`config.mk`:
```
export PLATFORM = sky130hd
export DESIGN_NAME = multicycle_control_unit
export DESIGN_NICKNAME = d
export VERILOG_FILES = /design/src/rtl/multicycle_control_unit.sv
export SDC_FILE = /design/constraint.sdc
export NUM_CORES = 1
export LEC_CHECK = 0
export CORE_MARGIN = 8
export CORE_UTILIZATION = 25
export CTS_CLUSTER_DIAMETER = 120
export DETAILED_ROUTE_END_ITERATION = 8
export MAX_ROUTING_LAYER = met4
export SLEW_MARGIN = 20
export SYNTH_ARGS = -nofsm -noshare
export SYNTH_HDL_FRONTEND = slang
export SYNTH_SLANG_ARGS = --single-unit
```
`constraint.sdc`:
```
create_clock -name clk -period 2.45 [get_ports clk]
set_input_delay 0.3675 -clock clk [delete_from_list [all_inputs] [get_ports clk]]
set_output_delay 0.3675 -clock clk [all_outputs]
set_load 0.05 [all_outputs]
```
`src/rtl/multicycle_control_unit.sv`:
```
// Multi-cycle RV32I control unit: sequences FETCH/DECODE/EXE/MEM/WB phases for the
// datapath, with a ready/timeout data-bus handshake, illegal-opcode trap and retire counter.
module multicycle_control_unit #(
   parameter bit          USE_BUS_READY = 1'b1,
   parameter int unsigned MEM_TIMEOUT   = 16,
   parameter int unsigned CNT_W         = 32
) (
   input  logic             clk,
   input  logic             reset,
   input  logic [31:0]      instrCode,
   input  logic             busReady,
   output logic             PCEn,
   output logic             regFileWe,
   output logic [3:0]       aluControl,
   output logic             aluSrcMuxSel,
   output logic             busWe,
   output logic             busRe,
   output logic [2:0]       RFWDSrcMuxSel,
   output logic             branch,
   output logic             jal,
   output logic             jalr,
   output logic             illegalInstr,
   output logic             busError,
   output logic [CNT_W-1:0] instret
);

   localparam int unsigned WAIT_W = (MEM_TIMEOUT > 1) ? $clog2(MEM_TIMEOUT) : 1;

   localparam logic [2:0] ST_FETCH  = 3'd0;
   localparam logic [2:0] ST_DECODE = 3'd1;
   localparam logic [2:0] ST_EXE    = 3'd2;
   localparam logic [2:0] ST_S_MEM  = 3'd3;
   localparam logic [2:0] ST_L_MEM  = 3'd4;
   localparam logic [2:0] ST_L_WB   = 3'd5;

   localparam logic [6:0] OP_R  = 7'b0110011;
   localparam logic [6:0] OP_S  = 7'b0100011;
   localparam logic [6:0] OP_L  = 7'b0000011;
   localparam logic [6:0] OP_I  = 7'b0010011;
   localparam logic [6:0] OP_B  = 7'b1100011;
   localparam logic [6:0] OP_LU = 7'b0110111;
   localparam logic [6:0] OP_AU = 7'b0010111;
   localparam logic [6:0] OP_J  = 7'b1101111;
   localparam logic [6:0] OP_JL = 7'b1100111;

   localparam logic [2:0] RFWD_ALU   = 3'b000;
   localparam logic [2:0] RFWD_BUS   = 3'b001;
   localparam logic [2:0] RFWD_LUI   = 3'b010;
   localparam logic [2:0] RFWD_AUIPC = 3'b011;
   localparam logic [2:0] RFWD_PC4   = 3'b100;

   localparam logic [WAIT_W-1:0] WAIT_LAST = WAIT_W'(MEM_TIMEOUT - 1);

   logic [2:0]        r_state;
   logic [2:0]        w_next;
   logic [WAIT_W-1:0] r_wait;
   logic [6:0]        w_opcode;
   logic [2:0]        w_funct3;
   logic [3:0]        w_alu_op;
   logic              w_mem_done;
   logic              w_mem_timeout;
   logic              w_known_op;
   logic              w_unused;

   assign w_opcode = instrCode[6:0];
   assign w_funct3 = instrCode[14:12];
   assign w_alu_op = {instrCode[30], instrCode[14:12]};
   assign w_unused = ^{instrCode[31], instrCode[29:15], instrCode[11:7]};

   // With the handshake disabled every memory phase completes in its first cycle.
   assign w_mem_done    = USE_BUS_READY ? busReady : 1'b1;
   assign w_mem_timeout = USE_BUS_READY && !busReady && (r_wait == WAIT_LAST);

   always_comb begin
      w_known_op = 1'b0;
      case (w_opcode)
         OP_R, OP_S, OP_L, OP_I, OP_B, OP_LU, OP_AU, OP_J, OP_JL: w_known_op = 1'b1;
         default:                                                 w_known_op = 1'b0;
      endcase
   end

   // State register
   always_ff @(posedge clk) begin
      if (reset) begin
         r_state <= ST_FETCH;
      end else begin
         r_state <= w_next;
      end
   end

   // Wait counter: zero outside MEM, counts cycles spent waiting for busReady
   always_ff @(posedge clk) begin
      if (reset) begin
         r_wait <= '0;
      end else if (((r_state == ST_S_MEM) || (r_state == ST_L_MEM)) && (w_next == r_state)) begin
         r_wait <= r_wait + 1'b1;
      end else begin
         r_wait <= '0;
      end
   end

   // Retired-instruction counter
   always_ff @(posedge clk) begin
      if (reset) begin
         instret <= '0;
      end else if (PCEn) begin
         instret <= instret + CNT_W'(1);
      end
   end

   // Next state and control decode; everything held low while reset is asserted
   always_comb begin
      w_next        = r_state;
      PCEn          = 1'b0;
      regFileWe     = 1'b0;
      aluControl    = 4'b0000;
      aluSrcMuxSel  = 1'b0;
      busWe         = 1'b0;
      busRe         = 1'b0;
      RFWDSrcMuxSel = RFWD_ALU;
      branch        = 1'b0;
      jal           = 1'b0;
      jalr          = 1'b0;
      illegalInstr  = 1'b0;
      busError      = 1'b0;
      if (!reset) begin
         case (r_state)
            ST_FETCH: begin
               w_next = ST_DECODE;
            end
            ST_DECODE: begin
               if (w_known_op) begin
                  w_next = ST_EXE;
               end else begin
                  illegalInstr = 1'b1;
                  PCEn         = 1'b1;
                  w_next       = ST_FETCH;
               end
            end
            ST_EXE: begin
               PCEn   = 1'b1;
               w_next = ST_FETCH;
               case (w_opcode)
                  OP_R: begin
                     regFileWe  = 1'b1;
                     aluControl = w_alu_op;
                  end
                  OP_I: begin
                     regFileWe    = 1'b1;
                     aluSrcMuxSel = 1'b1;
                     // Only shifts use bit 30 as an operator bit; elsewhere it is immediate.
                     aluControl   = (w_funct3 == 3'b101) ? w_alu_op : {1'b0, w_funct3};
                  end
                  OP_B: begin
                     branch     = 1'b1;
                     aluControl = w_alu_op;
                  end
                  OP_LU: begin
                     regFileWe     = 1'b1;
                     RFWDSrcMuxSel = RFWD_LUI;
                  end
                  OP_AU: begin
                     regFileWe     = 1'b1;
                     RFWDSrcMuxSel = RFWD_AUIPC;
                  end
                  OP_J: begin
                     regFileWe     = 1'b1;
                     RFWDSrcMuxSel = RFWD_PC4;
                     jal           = 1'b1;
                  end
                  OP_JL: begin
                     regFileWe     = 1'b1;
                     RFWDSrcMuxSel = RFWD_PC4;
                     jal           = 1'b1;
                     jalr          = 1'b1;
                  end
                  OP_S: begin
                     PCEn         = 1'b0;
                     aluSrcMuxSel = 1'b1;
                     w_next       = ST_S_MEM;
                  end
                  OP_L: begin
                     PCEn         = 1'b0;
                     aluSrcMuxSel = 1'b1;
                     w_next       = ST_L_MEM;
                  end
                  default: begin
                     PCEn = 1'b1;
                  end
               endcase
            end
            ST_S_MEM: begin
               aluSrcMuxSel = 1'b1;
               busWe        = 1'b1;
               if (w_mem_done) begin
                  PCEn   = 1'b1;
                  w_next = ST_FETCH;
               end else if (w_mem_timeout) begin
                  PCEn     = 1'b1;
                  busError = 1'b1;
                  w_next   = ST_FETCH;
               end
            end
            ST_L_MEM: begin
               aluSrcMuxSel  = 1'b1;
               busRe         = 1'b1;
               RFWDSrcMuxSel = RFWD_BUS;
               if (w_mem_done) begin
                  w_next = ST_L_WB;
               end else if (w_mem_timeout) begin
                  PCEn     = 1'b1;
                  busError = 1'b1;
                  w_next   = ST_FETCH;
               end
            end
            ST_L_WB: begin
               regFileWe     = 1'b1;
               RFWDSrcMuxSel = RFWD_BUS;
               PCEn          = 1'b1;
               w_next        = ST_FETCH;
            end
            default: begin
               w_next = ST_FETCH;
            end
         endcase
      end
   end

endmodule

```
---- Word level (Yosys, flattened, before mapping) ----
Index checks and enable logic that the tools add are counted.
word-level totals
  logic and storage cells ................. 82
  output and inout port bits .............. 49
  register bits ........................... 39
  bits of input ports ..................... 35
cells by class
  eq/ne operators ......................... 17
  mux-type cells .......................... 45
  reduce and logical (&&, ||, !) cells .... 14
  add/sub/neg operators ................... 2
  bitwise operators ....................... 1
operators with widths
  cell                   number
  $add 32x1->32 const B  1
  $mux 1                 28
  $eq 7x6->1 const B     3
  $eq 7x7->1 const B     3
  $mux 3                 5
  $pmux 3 s5             1
  $eq 7x5->1 const B     2
  $mux 4                 3
  $pmux 3 s2             2
  $reduce_or 2->1        6
  $eq 3x3->1 const B     3
  $pmux 3 s3             1
  $reduce_or 9->1        1
  $pmux 4 s2             1
  $eq 7x2->1 const B     1
  $eq 3x2->1 const B     2
  $reduce_or 6->1        1
  $pmux 1 s5             1
  $add 4x1->4 const B    1
  $eq 4x4->1 const B     1
  $pmux 1 s2             2
  $eq 3x1->1 const B     1
  $eq 3x3->1             1
  $logic_not 3->1        1
  6 further kinds        7

---- Longest topological paths before layout ----
  depth in word-level cells ............... 10
  gate-level depth with buffers ........... 8
  mapped depth without buffers ............ 7

---- Worst setup path before layout ----
Ideal clock, no wire load.
  path type ............................... register to output
  start point ............................. reg r_state[1]
  end point ............................... out jalr
  setup slack ............................. -0.983 ns
  cell stages (with the launch flop) ...... 5
  data arrival time ....................... 3.066 ns
  required time ........................... 2.082 ns
  buffers on the path ..................... 1
  cells stage by stage .................... dfxtp_1 > buf_2 > nand2_1 > nor4_1 > nor2b_1
between the ends
  longest elaborated chain between the ends .. 3
ends and longest elaborated chain
  item                    line  text
  from (decl)             54    logic [2:0] r_state;
  from (signal assigned)  87    r_state <= w_next;
  $eq 3x2->1              127   case (r_state)
  $mux 1                  127
  $mux 1                  126   if (!reset) begin
  to (decl)               21    output logic jalr,
No other way between the ends.

---- Worst setup path after layout ----
  start point ............................. in instrCode[3]
  end point ............................... out RFWDSrcMuxSel[0]
between the ends
  longest elaborated chain between the ends .. 5
  elaborated cells between the ends (all ways) .. 8
  those cells by class .................... eq/ne: 4; mux: 3; reduce/logical: 1
ends and longest elaborated chain
  item                       line  text
  from (decl)                10    input logic [31:0] instrCode,
  $eq 7x7->1                 143   case (w_opcode)
  $reduce_or 2->1 (no line)  --
  $pmux 3 s3 *               143
  $pmux 3 s2 *               127
  $mux 3 *                   126
  to (decl)                  18    output logic [2:0] RFWDSrcMuxSel,
Mark *: on every way between the ends. The rest lies on a longest branch, timed or not.

==> flow_summary.ini <==
[timing]
worst_pin_slew_ns = 0.521
finalSetupViolCount = 0
final.setup.tns_ns = 0
clock_skew_ns = 0.0141
timing_hold_violations_final = 0
max-slew-margin-rel = 0.652
period_share = 0.980
fmax_ghz = 0.416
final.hold.worst_slack_ns = 0.508
timing.final.ws_setup_ns = 0.0486
setup_repair_after_global_routing_missed_its_margin = no
slew_violations = 0
fin_crit_ns = 2.40

[critical_path]
reg2reg_depth = 9
type_of_destination_of_the_critical_path = output pin
critical_path.endpoint = RFWDSrcMuxSel[0]
arrival_ns = 2.03
critical_path.max_stage_delay_ns = 0.55
crit_required_ns = 2.08
critPathLaunch = instrCode[3]
r2r_slack_ns = 0.29
source_of_the_worst_register_to_register_timing_path = r_wait[0]$_SDFF_PP0_
crit_chain = clkdlybuf4s50_1 > or4b_4 > or3_4 > a21oi_4 > buf_12
timing.critical_path.fanout_max = 2
bufs_and_invs_on_worst_path = 2
worstReg2RegEnd = instret[30]$_SDFFE_PP0P_
critical-path-top-delay-family = simple AND/OR/NAND/NOR gates
timing.critical_path.depth = 5
cp-start-kind = input port
cp_slowest_cell = or4b_4
crit_type = input port to output pin

[placed_design]
detailedPlace.worstSlack_ns = -0.0536
gp_congestion = 0.823
detailed_place.area_um2 = 3470
buffer_ports.inserted = 62
hpwl_detailed_mm = 5.20

[cts]
insertion_delay_ns = 0.30
cts-buffers-inserted = 5
cts-hold-fix-buffers = 0
clkSinkCount = 39
tritoncts = built
clk_path_buf_depth = 2
cts_root_buffer = clkbuf_8
path_clk_slew_ns = 0.08
cts.htree.levels = 2

[floorplan]
initial_utilization = 0.258
die_width_um = 114
core_area_um2 = 9240
fp.dieArea_um2 = 12900
floorplan.io_pins = 84
die_y_um = 114
num_rows = 35

[drt]
drt.antenna.violating_nets = 0
first_iter_violations = 90
route.final.wire_length_mm = 6.79
vias_per_cell = 4.68
detail_route.drc_violations = 0
wl_per_cell_um = 14.1
dr_total_vias = 2258
drt_first_pass_iters = 4

[global_route]
first_global_vias = 2263
number_of_antenna_violations_at_the_first_check_in_global_routing = 0
grt.overflow.total = 0
global_route_usage_sum = 0.111
global_route_wire_length_before_repair_mm = 11.4
grt_max_degree = 21

[synthesis]
synth-adder-area-share = 0.0105
yosys.area_share.simple = 0.311
synth-compound-area-share = 0.195
post_synth_xor_area_fraction = 0.0954
netlist.area_leader.share = 0.327
yosys_warnings = 0
post-synth-top-area-cell = dfxtp_1
yosys-mux-area-fraction = 0.0173
synth_seq_cells = 39
syn_area_per_cell_um2 = 8.77
synthArstFlopShare = 0
seq_area_frac_synth = 0.327
netlist_area_um2 = 2390
synth_top_family_by_area = simple AND/OR/NAND/NOR gates
synth_edf_count = 0
yosys-top-cells-area = dfxtp_1 (33%), xor2_1 (7.7%), o211ai_2 (5.8%)
yosysUniqueCellTypes = 54
top_ff_cell_synth = dfxtp_1
syn_nets = 309
synth_cells = 272

[power_and_ir_drop]
power.share.sequential = 0.502
combinationalPowerShare = 0.113
power.share.clock = 0.385
switching_share = 0.255
max-vdd-ir-drop_mv = 0.218
power_mw = 1.29
power.leakage_nw = 1.40
power.density_cell_area_nw_per_um2 = 356
p_sw_uw = 329
cell_internal_power_uw = 961

[cells_and_area]
finalInstanceArea_um2 = 3620
areaGrowthSynthToFinish_pct = 51.8
drive_gt1_frac = 0.258
finalNetCount = 389
mostFrequentLayoutCells = clkdlybuf4s50_1 (41), dfxtp_1 (37), nor2_1 (35)
n_antenna_cell = 0
layout_commonest_cell = clkdlybuf4s50_1

[job]
timing.max_cap.violations = 0

[run_status]
run_status = completed

[hold_path]
hold_depth = 1
timing.hold.worst.class = register to register
[synth_stat cells (5+ instances only)]
cell type	count
dfxtp_1	39
nor2_1	35
xor2_1	21
nand2b_1	14
nand2_1	13
a21oi_1	11
o211ai_2	11
and2_1	9
o21ai_1	9
nor3_1	7
and3_1	6
and4_1	6
nand4_1	6
o21ai_0	6
inv_1	5
nor2b_1	5
xnor2_1	5
[through the flow]
stage,utilization,instances
3_3_place_gp,0.376,473
2_1_floorplan,-,272
5_1_grt,0.392,482
6_report,0.392,482
3_5_place_dp,0.376,473
4_1_cts,0.389,482
[registers in the layout, indices dropped and copies added (netlist names)]
| name | cells |
|---|---|
| r_state | 3 |
| instret | 32 |
| r_wait | 4 |
[per-layer routing]
layer / vias to the layer above / share of wire / wire length, um / GRT usage
li1: 1135 / - / - / -
met1: 1063 / 0.47 / 3160 / 0.138
met2: 50 / 0.47 / 3210 / 0.176
met3: 10 / 0.044 / 298 / 0.0248
met4: 0 / 0.018 / 123 / 0.0364
met5: - / 0 / 0 / -
[kinds of logic (layout without fill, tap and decap cells)]
family,Yosys count,in the layout
buffers and inverters,17,98
adder cells (fa/ha/maj),2,2
AND/OR/NAND/NOR,127,127
AO/OA/AOI/OAI,57,57
flip-flops,39,39
XOR/XNOR,26,26
multiplexers,4,4
[how the worst min path moves through the flow]
stage / startpoint / end
4_1_cts: instret[4]$_SDFFE_PP0P_ / instret[4]$_SDFFE_PP0P_
3_5_place_dp: instret[4]$_SDFFE_PP0P_ / instret[4]$_SDFFE_PP0P_
5_1_grt: instret[4]$_SDFFE_PP0P_ / instret[4]$_SDFFE_PP0P_
3_3_place_gp: instret[4]$_SDFFE_PP0P_ / instret[4]$_SDFFE_PP0P_
2_1_floorplan: r_wait[0]$_SDFF_PP0_ / r_wait[0]$_SDFF_PP0_
6_report: instret[4]$_SDFFE_PP0P_ / instret[4]$_SDFFE_PP0P_
[final cells by class]
class / count / area (um2)
inverter: 5 / 18.8
sequential: 39 / 783
timing repair buffer: 85 / 983
clock inverter: 1 / 7.51
multi-input combinational: 216 / 1570
fill: 920 / 5620
tap: 129 / 161
clock buffer: 7 / 96.3
[power by group through the flow]
stage | sequential, mW | combinational, mW | clock [mW]
floorplan | 0.670 | 0.0625 | 0
global placement | 0.662 | 0.142 | 0
detailed placement | 0.662 | 0.143 | 0
CTS | 0.647 | 0.144 | 0.512
global route | 0.650 | 0.157 | 0.538
finish | 0.648 | 0.145 | 0.497
[repair_timing]
| item | 4_1_cts | 5_1_grt |
|---|---|---|
| buffers inserted | 1 | 0 |
| pin swaps | 5 | 2 |
| setup endpoints to repair | 3 | 6 |
| resized for setup | 7 | 7 |
| gates cloned | 0 | 0 |
Note: power is estimated with default switching activity, not from simulation.
